==> config.mk <==
export PLATFORM = sky130hd
export DESIGN_NAME = out_serializer
export DESIGN_NICKNAME = d
export VERILOG_FILES = /design/src/rtl/out_serializer_pkg.sv /design/src/rtl/sync_fifo.sv /design/src/rtl/out_serializer.sv
export SDC_FILE = /design/constraint.sdc
export NUM_CORES = 1
export LEC_CHECK = 0
export BUFFER_PORTS_ARGS = -buffer_cell sky130_fd_sc_hd__buf_2
export CAP_MARGIN = 10
export CORE_ASPECT_RATIO = 0.8
export CORE_MARGIN = 2
export CORE_UTILIZATION = 50
export CTS_BUF_LIST = sky130_fd_sc_hd__clkbuf_8
export DETAILED_ROUTE_END_ITERATION = 10
export MAX_ROUTING_LAYER = met4
export PLACE_DENSITY = 0.74
export SETUP_SLACK_MARGIN = 0.15
export SLEW_MARGIN = 20
export SYNTH_ARGS = -nofsm -noshare
export SYNTH_HDL_FRONTEND = slang
export SYNTH_SLANG_ARGS = --single-unit
==> constraint.sdc <==
create_clock -name clk -period 2.3 [get_ports clk]
set_input_delay 0.23 -clock clk [delete_from_list [all_inputs] [get_ports clk]]
set_output_delay 0.23 -clock clk [all_outputs]
set_load 0.1 [all_outputs]
==> src/rtl/out_serializer_pkg.sv <==
// Shared types for the output serializer: TX FSM state encoding and frame-length helper.
package out_serializer_pkg;

    typedef enum logic [1:0] {
        ST_IDLE  = 2'd0,
        ST_START = 2'd1,
        ST_DATA  = 2'd2,
        ST_STOP  = 2'd3
    } tx_state_e;

    // Cycles occupied by one frame: start bit, data bits, stop bit.
    function automatic int unsigned frame_cycles(input int unsigned bit_width,
                                                 input int unsigned clks_per_bit);
        return (bit_width + 2) * clks_per_bit;
    endfunction

endpackage

==> src/rtl/sync_fifo.sv <==
// Single-clock FIFO with occupancy count; a push while full is accepted only alongside a pop.
module sync_fifo #(
    parameter int unsigned WIDTH = 4,
    parameter int unsigned DEPTH = 4
) (
    input  logic                     clk,
    input  logic                     rst,
    input  logic                     push,
    input  logic                     pop,
    input  logic [WIDTH-1:0]         din,
    output logic [WIDTH-1:0]         dout,
    output logic                     full,
    output logic                     empty,
    output logic [$clog2(DEPTH):0]   level
);

    localparam int unsigned AW = $clog2(DEPTH);

    logic [WIDTH-1:0] mem_q [DEPTH];
    logic [AW-1:0]    wr_ptr_q;
    logic [AW-1:0]    rd_ptr_q;
    logic [AW:0]      count_q;
    logic             do_push;
    logic             do_pop;

    assign empty   = (count_q == '0);
    assign full    = (count_q == (AW+1)'(DEPTH));
    assign level   = count_q;
    assign dout    = mem_q[rd_ptr_q];
    assign do_pop  = pop && !empty;
    assign do_push = push && (!full || do_pop);

    always_ff @(posedge clk or posedge rst) begin
        if (rst) begin
            wr_ptr_q <= '0;
            rd_ptr_q <= '0;
            count_q  <= '0;
        end else begin
            if (do_push) wr_ptr_q <= wr_ptr_q + 1'b1;
            if (do_pop)  rd_ptr_q <= rd_ptr_q + 1'b1;
            unique case ({do_push, do_pop})
                2'b10:   count_q <= count_q + 1'b1;
                2'b01:   count_q <= count_q - 1'b1;
                default: count_q <= count_q;
            endcase
        end
    end

    always_ff @(posedge clk) begin
        if (do_push) mem_q[wr_ptr_q] <= din;
    end

endmodule

==> src/rtl/out_serializer.sv <==
// Captures every change on the processor output word into a FIFO and sends each
// buffered word as a start/data(LSB first)/stop serial frame on tx.
module out_serializer
    import out_serializer_pkg::*;
#(
    parameter int unsigned BIT_WIDTH    = 4,
    parameter int unsigned CLKS_PER_BIT = 4,
    parameter int unsigned FIFO_DEPTH   = 4
) (
    input  logic                          clk,
    input  logic                          rst,
    input  logic [BIT_WIDTH-1:0]          din,
    output logic                          tx,
    output logic                          busy,
    output logic                          overflow,
    output logic [$clog2(FIFO_DEPTH):0]   level
);

    localparam int unsigned CW = (CLKS_PER_BIT > 1) ? $clog2(CLKS_PER_BIT) : 1;
    localparam int unsigned BI = (BIT_WIDTH > 1) ? $clog2(BIT_WIDTH) : 1;

    logic [BIT_WIDTH-1:0] last_din_q, last_din_d;
    logic                 overflow_q, overflow_d;
    tx_state_e            state_q;
    logic [CW-1:0]        baud_q;
    logic [BI-1:0]        bit_q;
    logic [BIT_WIDTH-1:0] shift_q;
    logic [BIT_WIDTH-1:0] shift_nx;
    logic                 tx_q;
    logic                 busy_q;

    logic                 push_req;
    logic                 pop;
    logic                 fifo_full;
    logic                 fifo_empty;
    logic [BIT_WIDTH-1:0] fifo_dout;
    logic                 baud_last;
    logic                 bit_last;

    assign push_req   = (din != last_din_q);
    assign pop        = (state_q == ST_IDLE) && !fifo_empty;
    assign last_din_d = din;
    // A full FIFO still takes the word when the FSM pops on the same edge.
    assign overflow_d = overflow_q | (push_req && fifo_full && !pop);
    assign baud_last  = (baud_q == CW'(CLKS_PER_BIT - 1));
    assign bit_last   = (bit_q == BI'(BIT_WIDTH - 1));
    assign shift_nx   = shift_q >> 1;

    sync_fifo #(
        .WIDTH (BIT_WIDTH),
        .DEPTH (FIFO_DEPTH)
    ) u_fifo (
        .clk   (clk),
        .rst   (rst),
        .push  (push_req),
        .pop   (pop),
        .din   (din),
        .dout  (fifo_dout),
        .full  (fifo_full),
        .empty (fifo_empty),
        .level (level)
    );

    always_ff @(posedge clk or posedge rst) begin
        if (rst) begin
            last_din_q <= '0;
            overflow_q <= 1'b0;
        end else begin
            last_din_q <= last_din_d;
            overflow_q <= overflow_d;
        end
    end

    always_ff @(posedge clk or posedge rst) begin
        if (rst) begin
            state_q <= ST_IDLE;
            baud_q  <= '0;
            bit_q   <= '0;
            shift_q <= '0;
            tx_q    <= 1'b1;
            busy_q  <= 1'b0;
        end else begin
            unique case (state_q)
                ST_IDLE: begin
                    if (pop) begin
                        shift_q <= fifo_dout;
                        baud_q  <= '0;
                        tx_q    <= 1'b0;
                        busy_q  <= 1'b1;
                        state_q <= ST_START;
                    end
                end
                ST_START: begin
                    if (baud_last) begin
                        baud_q  <= '0;
                        bit_q   <= '0;
                        tx_q    <= shift_q[0];
                        state_q <= ST_DATA;
                    end else begin
                        baud_q <= baud_q + 1'b1;
                    end
                end
                ST_DATA: begin
                    if (baud_last) begin
                        baud_q <= '0;
                        if (bit_last) begin
                            tx_q    <= 1'b1;
                            state_q <= ST_STOP;
                        end else begin
                            bit_q   <= bit_q + 1'b1;
                            shift_q <= shift_nx;
                            tx_q    <= shift_nx[0];
                        end
                    end else begin
                        baud_q <= baud_q + 1'b1;
                    end
                end
                ST_STOP: begin
                    if (baud_last) begin
                        baud_q  <= '0;
                        busy_q  <= 1'b0;
                        state_q <= ST_IDLE;
                    end else begin
                        baud_q <= baud_q + 1'b1;
                    end
                end
            endcase
        end
    end

    assign tx       = tx_q;
    assign busy     = busy_q;
    assign overflow = overflow_q;

endmodule

==> metrics.md <==
| Metric | Value |
|---|---|
| Run status | `finished, final reports clean` |
| Clock sinks | `40` |
| Top post-synthesis cells by area | `dfrtp_1 (30%), edfxtp_1 (25%), ha_1 (8.5%), mux2_2 (5.3%), mux4_2 (3.5%)` |
| Syn-to-layout area delta | `17.08%` |
| Total Wirelength | `3179 µm` |
| Hold crit path type | `in -> reg` |
| Max-slew violations | `0` |
| Total global-route track usage | `16.81%` |
| Initial DRT Pass Iterations | `5` |
| CP delay by family, top | `adder cells` |
| Relative slew margins | `between 60 and 70%` |
| Die area | `~4400 µm²` |
| Post-synthesis register bit count | `40` |
| Dominant synthesized flop cell | `dfrtp_1` |
| Top cells by count, synth | `dfrtp_1 (23), edfxtp_1 (16), ha_1 (13)` |
| Worst setup SP type | `register` |
| Core footprint | `between 3000 and 4000 µm²` |
| Initial Util | `51.48%` |
| Met2 Use GR | `~25%` |
| First-pass GRT wire length | `5092 µm` |
| RSZ-0062 raised after global routing | `true` |
| CTS Buf Count | `5` |
| Number of synthesized flops with an enable pin | `16` |
| Cell taking the most area after synthesis | `dfrtp_1` |
| Fin Clk Skew | `around 0.0066 ns` |
| FP Rows | `20` |
| Multi-input logic area | `between 800 and 900 µm²` |
| Post-layout nets | `roughly 180` |
| Endpoints failing hold | `0` |
| Worst reg2reg setup slack | `about 0.14 ns` |
| Post-route ant nets | `0` |
| H-tree depth | `2` |
| Largest net degree at the start of global routing | `25` |
| Critical Path, Cell by Cell | `inv_2 -> ha_4 -> nor4b_4 -> a41oi_2 -> inv_1 -> ha_2 -> inv_1 -> fa_2 -> xor2_1 -> nor2_1 -> xor2_1` |
| Vias in the first global route | `~1100` |
| CP peak stage delay | `0.37 ns` |
| CTS root buf | `clkbuf_8` |
| Met1 Usage GRT | `21.56%` |
| Syn nets | `156` |
| Syn_area_per_cell | `around 14 µm²` |
| FF+latch area | `approximately 1100 µm²` |
| I/O Pins | `12` |
| Deepest clock path buffer count | `2` |
| Layout fillers | `281` |
| Layout Utilization | `60.27%` |
| Die width | `~73 µm` |
| Yosys cell types | `33` |
| GRT busiest layer | `met2` |
| CTS tree | `built` |
| Cell with the most instances after synthesis | `dfrtp_1` |
| Synth top area share | `between 20% and 30%` |
| Final setup violation count | `0` |
| Data arrival time of the critical path | `roughly 2.3 ns` |
| GR Overflow Total | `0` |
| Port Buffers | `11` |
| Period utilization | `a little over nine tenths` |
| Detailed-route wire length per cell | `15.36 µm` |
| Initial detailed-routing violation count | `47` |
| Clk Latency, worst-skew pair | `between 0.2 and 0.3 ns` |
| Async set-reset flop share out of synthesis | `about three fifths` |
| Slowest stage cell, crit path | `dfrtp_1` |
| Initial antenna violation count | `0` |
| Gate Count Post-Synth | `roughly 140` |
| Critical Path Fanout Max | `3` |
| Yosys warns | `0` |
| Hpwl dp | `2195 µm` |
| CP bufs+invs | `3` |
| Post-Syn Area | `~1900 µm²` |
| Share of cells above drive strength 1 | `32.52%` |
| Via count | `between 1000 and 1500` |
| CP endpoint kind | `register` |
| Final worst path period need | `2.161 ns` |
| Met3 Usage GRT | `slightly above 5%` |
| Worst-path clk slew | `roughly 0.070 ns` |
| Worst-Margin Slew | `around 0.54 ns` |
| Fmax | `0.4628 GHz` |
| Setup TNS Final | `0 ns` |
| Max cap viols | `0` |
| Routed vias/inst | `5.242` |
| Critical path class | `reg -> reg` |
| Gpl congestion | `0.7557` |
| Post-synthesis sequential area ratio | `a little under three fifths` |
| DRC | `0` |
| Antenna cells | `0` |
| WP data required | `roughly 2.5 ns` |
| Die H | `about 60 µm` |
==> routing by layer <==
layer	up-vias	share of wire, %
met4	0	1.1
met3	5	3.0
met1	531	48
met5	-	0
li1	534	-
met2	15	48
==> registers in the layout, summed over array words and instances (netlist names) <==
register	flops
bit_q	2
overflow	1
u_fifo.mem_q	16
u_fifo.wr_ptr_q	2
tx	1
u_fifo.rd_ptr_q	2
shift_q	4
busy	1
u_fifo.level	3
last_din_q	4
state_q	2
baud_q	2
==> what timing repair did <==
action / 4_1_cts / 5_1_grt
gates resized for setup: 1 / 0
hold buffers: 1 / 0
setup endpoints to repair: 1 / 1
pin swaps: 5 / 0
setup buffers: 6 / 0
endpoints found under the hold margin: 23 / 0
==> worst paths after layout <==
check / start / cells past startpoint / to
worst max-delay path: state_q[1] / 11 / u_fifo.level[2]
worst min-delay path: din[3] / 1 / last_din_q[3]
worst max register to register: state_q[1] / 11 / u_fifo.level[2]
worst min register to register: overflow / 1 / overflow
max in group asynchronous: rst / 4 / tx
min in group asynchronous: rst / 4 / u_fifo.rd_ptr_q[0]
==> layout by cell type (no fill, tap or decap), types with 2 or more instances in the layout <==
cell type,count
a22o_1,2
xnor2_1,7
buf_4,9
mux4_2,3
and2_1,4
ha_1,11
edfxtp_1,16
inv_1,9
nor2_1,2
mux2i_1,2
nand2_1,7
clkbuf_8,5
nor2b_1,2
nand3b_1,2
xor2_1,3
dfrtp_1,20
buf_2,11
inv_2,2
a21o_1,2
o21ai_0,8
a21oi_1,2
nand2b_1,3
mux2_2,9
dfrtp_4,3
nor4b_4,2
==> layout make-up <==
| class | instances | share of cell area [%] |
|---|---|---|
| Sequential cell | 40 | 48.66 |
| Clock buffer | 5 | 3.062 |
| Clock inverter | 3 | 1.893 |
| Multi-Input combinational cell | 83 | 36.19 |
| Inverter | 11 | 1.837 |
| Timing Repair Buffer | 21 | 5.902 |
| Tap cell | 44 | 2.450 |
==> worst register-to-register path, stage by stage, from the launching register on <==
cell and delay (ns):
dfrtp_1 0.37, inv_2 0.07, ha_4 0.17, nor4b_4 0.26, a41oi_2 0.07, inv_1 0.09
ha_2 0.18, inv_1 0.05, fa_2 0.33, xor2_1 0.21, nor2_1 0.07, xor2_1 0.16
==> stage by stage <==
stage	hold slack (ns)	setup WS (ns)	instance area (µm²)	cells
2_1_floorplan	0.2439	0.1352	1971	136
3_3_place_gp	0.2848	0.1425	2081	192
3_5_place_dp	0.2873	-0.02415	2081	192
4_1_cts	0.1178	0.1610	2247	207
5_1_grt	0.1104	0.03218	2247	207
6_report	0.1261	0.1393	2247	207
==> kinds of logic (layout without fill, tap and decap cells) <==
| group | after synthesis | after routing | share of synthesized area, % |
|---|---|---|---|
| buffers and inverters | 13 | 40 | 3.325 |
| adders and majority gates | 14 | 14 | 9.518 |
| AOI/OAI and AO/OA | 19 | 19 | 6.910 |
| muxes | 15 | 15 | 11.21 |
| DFF | 40 | 40 | 56.39 |
| and+or+nand+nor | 25 | 25 | 8.084 |
| xor gates and xnor gates | 10 | 10 | 4.564 |
Power is not shown: default switching activity piles up to over one toggle a cycle in this logic, so the estimate is an artifact.
